### src/rtl/gl_persp_div_seq.sv
// rtl/gl_persp_div_seq.sv - perspective-division sequencer sharing one external pipelined divider
module gl_persp_div_seq #(
   parameter int          DIV_LATENCY = 4,
   parameter logic [31:0] FLUSH_WORD  = 32'hFFFFFFFF
) (
   input  logic         clk,
   input  logic         reset,
   input  logic         in_valid,
   input  logic         in_flush,
   input  logic         in_bypass,
   input  logic [127:0] in_vertex,
   input  logic [95:0]  in_color,
   output logic         busy,
   output logic         div_issue,
   output logic [31:0]  div_a,
   output logic [31:0]  div_b,
   input  logic [31:0]  div_result,
   output logic [95:0]  out_vertex,
   output logic [95:0]  out_color,
   output logic         out_wr_en,
   input  logic         out_full
);

   // Counter must reach DIV_LATENCY+2, the z' capture cycle.
   localparam int CW = $clog2(DIV_LATENCY + 3);
   localparam logic [CW-1:0] CAP_X    = CW'(DIV_LATENCY);
   localparam logic [CW-1:0] CAP_Y    = CW'(DIV_LATENCY + 1);
   localparam logic [CW-1:0] CAP_Z    = CW'(DIV_LATENCY + 2);
   localparam logic [CW-1:0] LAST_ISS = CW'(2);
   localparam logic [31:0]   ONE_F    = 32'h3F800000;

   typedef enum logic [1:0] {S_IDLE, S_ISSUE, S_DRAIN, S_WRITE} state_t;

   state_t         state_q, state_d;
   logic [CW-1:0]  cnt_q, cnt_d;
   logic [127:0]   vtx_q, vtx_d;
   logic [95:0]    out_vertex_q, out_vertex_d;
   logic [95:0]    out_color_q, out_color_d;

   // State, captured vertex, issue/capture counter and output holding registers.
   always_ff @(posedge clk or posedge reset) begin
      if (reset) begin
         state_q      <= S_IDLE;
         cnt_q        <= '0;
         vtx_q        <= '0;
         out_vertex_q <= '0;
         out_color_q  <= '0;
      end else begin
         state_q      <= state_d;
         cnt_q        <= cnt_d;
         vtx_q        <= vtx_d;
         out_vertex_q <= out_vertex_d;
         out_color_q  <= out_color_d;
      end
   end

   // Next-state, divider operand muxing, quotient capture and FIFO write strobe.
   always_comb begin
      state_d      = state_q;
      cnt_d        = cnt_q;
      vtx_d        = vtx_q;
      out_vertex_d = out_vertex_q;
      out_color_d  = out_color_q;
      div_issue    = 1'b0;
      div_a        = 32'h0;
      div_b        = 32'h0;
      out_wr_en    = 1'b0;

      case (state_q)
         S_IDLE: begin
            if (in_valid) begin
               vtx_d       = in_vertex;
               out_color_d = in_color;
               cnt_d       = '0;
               if (in_flush) begin
                  out_vertex_d = {3{FLUSH_WORD}};
                  out_color_d  = {3{FLUSH_WORD}};
                  state_d      = S_WRITE;
               end else if (in_bypass || (in_vertex[31:0] == ONE_F)) begin
                  out_vertex_d = in_vertex[127:32];
                  state_d      = S_WRITE;
               end else begin
                  state_d = S_ISSUE;
               end
            end
         end
         S_ISSUE: begin
            div_issue = 1'b1;
            div_b     = vtx_q[31:0];
            case (cnt_q[1:0])
               2'd0:    div_a = vtx_q[127:96];
               2'd1:    div_a = vtx_q[95:64];
               default: div_a = vtx_q[63:32];
            endcase
            cnt_d = cnt_q + CW'(1);
            if (cnt_q == LAST_ISS) state_d = S_DRAIN;
         end
         S_DRAIN: begin
            cnt_d = cnt_q + CW'(1);
            if (cnt_q == CAP_Z) state_d = S_WRITE;
         end
         S_WRITE: begin
            out_wr_en = ~out_full;
            if (!out_full) state_d = S_IDLE;
         end
         default: state_d = S_IDLE;
      endcase

      // Quotients return in issue order; capture may overlap ISSUE for short latencies.
      if ((state_q == S_ISSUE) || (state_q == S_DRAIN)) begin
         if (cnt_q == CAP_X) out_vertex_d[95:64] = div_result;
         if (cnt_q == CAP_Y) out_vertex_d[63:32] = div_result;
         if (cnt_q == CAP_Z) out_vertex_d[31:0]  = div_result;
      end
   end

   assign busy       = (state_q != S_IDLE);
   assign out_vertex = out_vertex_q;
   assign out_color  = out_color_q;

endmodule

### config.mk
export PLATFORM = sky130hd
export DESIGN_NAME = gl_persp_div_seq
export DESIGN_NICKNAME = d
export VERILOG_FILES = /design/src/rtl/gl_persp_div_seq.sv
export SDC_FILE = /design/constraint.sdc
export NUM_CORES = 1
export LEC_CHECK = 0
export ABC_CLOCK_PERIOD_IN_PS = 9100
export BUFFER_PORTS_ARGS = -buffer_cell sky130_fd_sc_hd__buf_2
export CAP_MARGIN = 20
export CELL_PAD_IN_SITES_DETAIL_PLACEMENT = 1
export CELL_PAD_IN_SITES_GLOBAL_PLACEMENT = 2
export CORE_ASPECT_RATIO = 0.8
export CORE_MARGIN = 4
export CORE_UTILIZATION = 27
export DETAILED_ROUTE_END_ITERATION = 12
export PLACE_DENSITY_LB_ADDON = 0.1
export REMOVE_ABC_BUFFERS = 1
export SKIP_CTS_REPAIR_TIMING = 1
export SYNTH_ARGS = -nofsm -noshare
export SYNTH_HDL_FRONTEND = slang
export SYNTH_SLANG_ARGS = --single-unit
### constraint.sdc
create_clock -name clk -period 9.1 [get_ports clk]
set_input_delay 0.455 -clock clk [delete_from_list [all_inputs] [get_ports clk]]
set_output_delay 0.455 -clock clk [all_outputs]
set_load 0.05 [all_outputs]
==> metrics.cfg, run 1 <==
[run_status]
status = complete, no violations

[placed_design]
dp_cells = 2812
portBuffers = 520
place_congestion = 0.774
place_hpwl_mm = 45.2

[cts]
cts_root_buf = clkbuf_16
tritoncts = built
htreeDepth = 2
cts.path.max_buffers = 3
cts_sinks = 325
insertion_delay_ns = 0.55
clk_pin_slew_ns = 0.06
cts_inserted_buffers = 40

[drt]
drt_wl_total_mm = 68.4
vias = 14300
drt-initial-drc-count = 840
drc = 0
drtAntennaViolNets = 0
firstDrtPassIters = 5
drt-vias-per-instance = 4.96
wl_per_cell_um = 23.7

[logic_synthesis]
synth-xor-area-share_pct = 0
seq_area_frac_synth_pct = 52.2
syn_area_mm2 = 0.0156
synth_top_family_by_area = simple AND/OR/NAND/NOR gates
synth.avg_cell_area_um2 = 9.40
yosysWarnings = 0
muxShareOfSynthArea_pct = 9.31
netlist_instances = 1658
synth-compound-area-share_pct = 16.0
synthAdderAreaFrac_pct = 0.642
synth.ff_latch_count = 325
ys_types = 34
synth_simple_gate_area_share_pct = 18.0

[final_layout]
multi_input_area_mm2 = 0.00695
syn2layout_area_growth_pct = 29.1
finalNonFillerCells = 2891
utilization_pct = 35.4
fin_nets = 2364
drive_gt1_share_pct = 35.3
mostFrequentLayoutCells = buf_2 (519), nor2_1 (388), dfrtp_1 (325), nand2_1 (132), mux2_2 (128)
fillerInstances = 6604
seqCellArea_mm2 = 0.00813
layout_commonest_cell = buf_2

[grt]
antenna_found_initial = 11
grt_pass1_wl_mm = 101
overflow = 0
grt_pass1_vias = 15000
grt_max_degree = 217
grt_usage_pct = 21.4

[pwr]
power_uw = 8840
total_leakage_power_uw = 0.00921
ir_drop_v = 0.000196
power.density_mw_per_mm2 = 439

[sta]
fmax_mhz = 273
finalSetupViolCount = 0
rsz0062_at_grt = no
worstMarginPinSlew_ns = 1.06
fin_skew_ns = 0.0127
finalHoldViolations = 0
relSlewSlack_pct = 29.3
slew_violations = 0
finalCriticalPeriod_ns = 3.67
fin_crit_sh_pct = 40.3

[setup_path]
cp-startpoint = cnt_q[0]$_DFFE_PP0P_
reg2reg_from = state_q[0]$_DFFE_PP0P_
end_kind = output pin
path_max_fanout = 35
cp-start-kind = flop
worst-path-buf-inv = 4
crit_type = reg2out
crit_slowest_cell = nor2_4
cp_cell_sequence = inv_1, ha_2, buf_4, nor2_4, buf_4, nand2_1, a21boi_0, buf_2
worstPathRequired_ns = 8.65
crit_top_cell = buf_4
crit_arrival_ns = 3.21
path_delay_family = buffers and inverters
cp_slowest_stage_delay_ns = 0.49

[die]
die_area_mm2 = 0.0617
io_pins = 521
die_x_um = 277
initial_core_util_pct = 27.4
rows = 78
die_y_um = 223
core_mm2 = 0.0569

[min_path]
hold_path_class = in2async

[flow_run]
cap_violations = 0

## layer usage
metal	routed length (um)	GRT usage [%]
met4	1420	5.04
met5	80	0
met3	3560	4.60
met1	29600	27.6
met2	33800	36.8
## cell type report
| cell class | count | area share, % |
|---|---|---|
| sequential | 325 | 40.4 |
| multi-input combinational | 1178 | 34.5 |
| timing repair buffer | 542 | 13.9 |
| clock buffer | 59 | 5.78 |
| tap | 760 | 4.73 |
| clock inverter | 14 | 0.385 |
| inverter | 7 | 0.168 |
| antenna | 6 | 0.0746 |
## synthesized netlist by cell type, drive strengths merged
cell / instances / area (um2)
a211o: 1 / 8.76
and3: 3 / 18.8
buf: 17 / 80.1
inv: 7 / 26.3
nand2: 133 / 499
a221o: 97 / 971
a211oi: 3 / 22.5
dfrtp: 325 / 8130
and2: 32 / 200
nor3: 96 / 480
or4b: 1 / 10.0
mux2: 128 / 1440
or2: 1 / 6.26
nand3: 7 / 35.0
a22oi: 32 / 240
or4bb: 1 / 11.3
nor4: 5 / 46.3
nor2b: 1 / 6.26
or4: 1 / 7.51
mux2i: 1 / 10.0
a21oi: 98 / 490
ha: 8 / 100
nand2b: 2 / 12.5
a21boi: 32 / 240
clkbuf: 131 / 492
o31ai: 1 / 7.51
nor2: 389 / 1460
o21ai: 102 / 510
a2111oi: 1 / 8.76
nand4: 1 / 6.26
and4: 1 / 8.76
## cells by family after synthesis
family,Yosys count
adder cells (fa/ha/maj),8
AND/OR/NAND/NOR,674
flip-flops,325
AO/OA/AOI/OAI,367
multiplexers,129
buffers and inverters,155
## report_power, final
group / switching, uW / internal [uW]
clock: 663 / 887
combinational: 3410 / 1310
sequential: 419 / 2150
## sequential cells by signal (all words and copies together), names as in the netlist
name,cells
vtx_q,128
cnt_q,3
state_q,2
out_vertex,96
out_color,96
## path summary, 6_finish.rpt
kind                                              to  slack [ns]  cells past startpoint
setup / recovery                           div_a[30]        5.43                      8
hold / removal             out_color[63]$_DFFE_PP0P_        0.02                      2
setup reg to reg            out_vertex[84]$_DFF_PP0_        5.55                      7
hold reg to reg            out_color[34]$_DFFE_PP0P_        0.47                      2
max in group asynchronous  out_color[40]$_DFFE_PP0P_        6.92                      4
min in group clk               vtx_q[18]$_DFFE_PP0P_        0.14                      2
## metrics by stage
step	hold WS [ns]	cell area, um2	worst slack (ns)	setup TNS [ns]
6_report	0.0162	20100	5.43	0
4_1_cts	0.0191	20100	5.34	0
5_1_grt	0.0439	20100	5.24	0
3_3_place_gp	0.458	18900	5.50	0
3_5_place_dp	0.465	18900	5.46	0
2_1_floorplan	0.472	15000	-1.01	-410.61
Power figures use the tool's default switching activity.
==> inputs of run 2 (changes only) <==
--- a/config.mk
+++ b/config.mk
@@ -5,14 +5,15 @@
 export SDC_FILE = /design/constraint.sdc
 export NUM_CORES = 1
 export LEC_CHECK = 0
-export ABC_CLOCK_PERIOD_IN_PS = 9100
+export ABC_AREA = 1
+export ABC_CLOCK_PERIOD_IN_PS = 3300
 export BUFFER_PORTS_ARGS = -buffer_cell sky130_fd_sc_hd__buf_2
 export CAP_MARGIN = 20
 export CELL_PAD_IN_SITES_DETAIL_PLACEMENT = 1
 export CELL_PAD_IN_SITES_GLOBAL_PLACEMENT = 2
 export CORE_ASPECT_RATIO = 0.8
 export CORE_MARGIN = 4
-export CORE_UTILIZATION = 27
+export CORE_UTILIZATION = 25
 export DETAILED_ROUTE_END_ITERATION = 12
 export PLACE_DENSITY_LB_ADDON = 0.1
 export REMOVE_ABC_BUFFERS = 1
==> constraint.sdc (replaced) <==
create_clock -name clk -period 3.3 [get_ports clk]
set_input_delay 0.165 -clock clk [delete_from_list [all_inputs] [get_ports clk]]
set_output_delay 0.165 -clock clk [all_outputs]
set_load 0.05 [all_outputs]
==> run 2 against run 1 <==
Area after synthesis rose by 1.2%; critical endpoint is now div_a[5]; largest power group unchanged; routed wire length up 4.3%; critical path depth down 1; first-iteration DRC count is 12% lower; flip-flop and latch count unchanged.
==> metrics.cfg, run 2 <==
[logic_synthesis]
async_flop_share_pct = 100
yosysMostFrequentCell = nand2_1
synthTopCellsByArea = dfrtp_1 (52%), nand2_1 (16%), o21ai_0 (6.9%)
syn_area_mm2 = 0.0158
ys_types = 27
synth_edf_count = 0
synth.ff_latch_count = 325
seq_area_frac_synth_pct = 51.5
synth.avg_cell_area_um2 = 7.50
synth_common_cells = nand2_1 (666), dfrtp_1 (325), nor2_1 (260)
netlist.area_leader.share_pct = 51.5
synth_area_leader_cell = dfrtp_1
yosysWarnings = 0
ys.flop_type = dfrtp_1
netlist_instances = 2105

[grt]
overflow = 0
grt_usage_pct = 19.9
antenna_found_initial = 7
grt_pass1_wl_mm = 102
grt_pass1_vias = 15900
grt_max_degree = 156

[die]
rows = 82
core_mm2 = 0.0626
die_y_um = 233
io_pins = 521
initial_core_util_pct = 25.2
die_x_um = 289
die_area_mm2 = 0.0672

[final_layout]
top_register = vtx_q
mostFrequentLayoutCells = nand2_1 (666), buf_2 (520), dfrtp_1 (325), nor2_1 (259), dlygate4sd3_1 (257)
layout_commonest_cell = nand2_1
finalNonFillerCells = 3692
drive_gt1_share_pct = 22.4
seqCellArea_mm2 = 0.00813
largest_reg_flops = 128
syn2layout_area_growth_pct = 46.7
multi_input_area_mm2 = 0.00617
fillerInstances = 7697
fin_nets = 3091

[sta]
fin_tns_setup_ns = 0
rsz0062_at_grt = no
fin_skew_ns = 0.0152
fmax_mhz = 350
fin_crit_sh_pct = 86.6
slew_violations = 0
relSlewSlack_pct = 40.4
finalHoldViolations = 0
finalCriticalPeriod_ns = 2.86
worstMarginPinSlew_ns = 0.893
finalSetupViolCount = 0

[drt]
vias = 16300
wl_per_cell_um = 19.3
drtAntennaViolNets = 0
drt-vias-per-instance = 4.42
drt_wl_total_mm = 71.4
drc = 0
drt-initial-drc-count = 743
firstDrtPassIters = 5

[cts]
cts_inserted_buffers = 41
cts.path.max_buffers = 3
insertion_delay_ns = 0.56
htreeDepth = 2
cts_sinks = 325
tritoncts = built
clk_pin_slew_ns = 0.06
cts_root_buf = clkbuf_16

[pwr]
power_uw = 24600
total_leakage_power_uw = 0.0124
power.density_mw_per_mm2 = 1060
ir_drop_v = 0.000454

[run_status]
status = complete, no violations

[setup_path]
rrSetupSlack_ns = 0.85
worstPathRequired_ns = 3.13
crit_arrival_ns = 2.69
end_kind = output pin
path_delay_family = buffers and inverters
path_max_fanout = 13
worst-path-buf-inv = 3
crit_type = reg2out
crit_slowest_cell = nor2_4
cp_slowest_stage_delay_ns = 0.49
cp-start-kind = flop
cp_cell_sequence = inv_1, ha_2, nor2_4, buf_12, nand2_1, a31oi_1, buf_2

[placed_design]
place_congestion = 0.767
portBuffers = 520
dp_cells = 3361
place_hpwl_mm = 47.9

[flow_run]
cap_violations = 0

[min_path]
hold_path_class = in2reg

run 2: worst reg2reg max path: stages (launching register included):
cell     delay [ns]
dfrtp_1        0.38
inv_1          0.10
ha_2           0.24
buf_4          0.23
inv_1          0.10
nor3_2         0.06
inv_2          0.46
buf_4          0.47
nand2_1        0.13
nor2_1         0.12
nor2_1         0.05
run 2: final cells by class:
class                           count  area share, %
Inverter                          235           3.85
Clock inverter                      4          0.222
Clock buffer                       63           5.45
Multi-Input combinational cell   1404           26.7
Antenna cell                        7         0.0757
Tap cell                          840           4.54
Timing Repair Buffer              814           24.0
Sequential cell                   325           35.1
run 2: worst paths after layout:
kind,start,endpoint,cells after the start
min,in_valid,cnt_q[1]$_DFFE_PP0P_,5
max in group asynchronous,reset,vtx_q[31]$_DFFE_PP0P_,4
max reg2reg,cnt_q[1]$_DFFE_PP0P_,out_vertex[43]$_DFF_PP0_,10
min in group asynchronous,reset,out_color[16]$_DFFE_PP0P_,3
max,cnt_q[0]$_DFFE_PP0P_,div_a[5],7
min reg2reg,out_color[0]$_DFFE_PP0P_,out_color[0]$_DFFE_PP0P_,2
run 2: logic make-up after synthesis:
group / synth area share (%)
buffers and inverters: 9.57
AOI/OAI and AO/OA: 13.9
DFF: 51.5
and+or+nand+nor: 24.4
adders and majority gates: 0.634
run 2: metrics by stage:
stage                     area, um2  utilization [%]  hold slack, ns  setup WS [ns]
after floorplan               15200                -           0.275          -5.86
after global placement        19200             30.7           0.281          0.916
after detailed placement      19200             30.7           0.287          0.816
after CTS                     20600             32.8          -0.327          0.339
after global routing          23100             37.0           0.125          0.278
final                         23100             37.0          0.0986          0.442
run 2: power by group:
part	switching, uW	total, uW	leakage (uW)	internal, uW
sequential	1100	7040	0.00390	5950
combinational	9800	13000	0.00788	3170
clock	1860	4550	0.000642	2690
total	12800	24600	0.0124	11800
run 2: layer usage:
metal,global-route usage [%],part of all wire (%)
met2,33.1,49
met1,26.4,45
met5,0,0.017
met4,6.22,2.8
met3,3.63,3.9
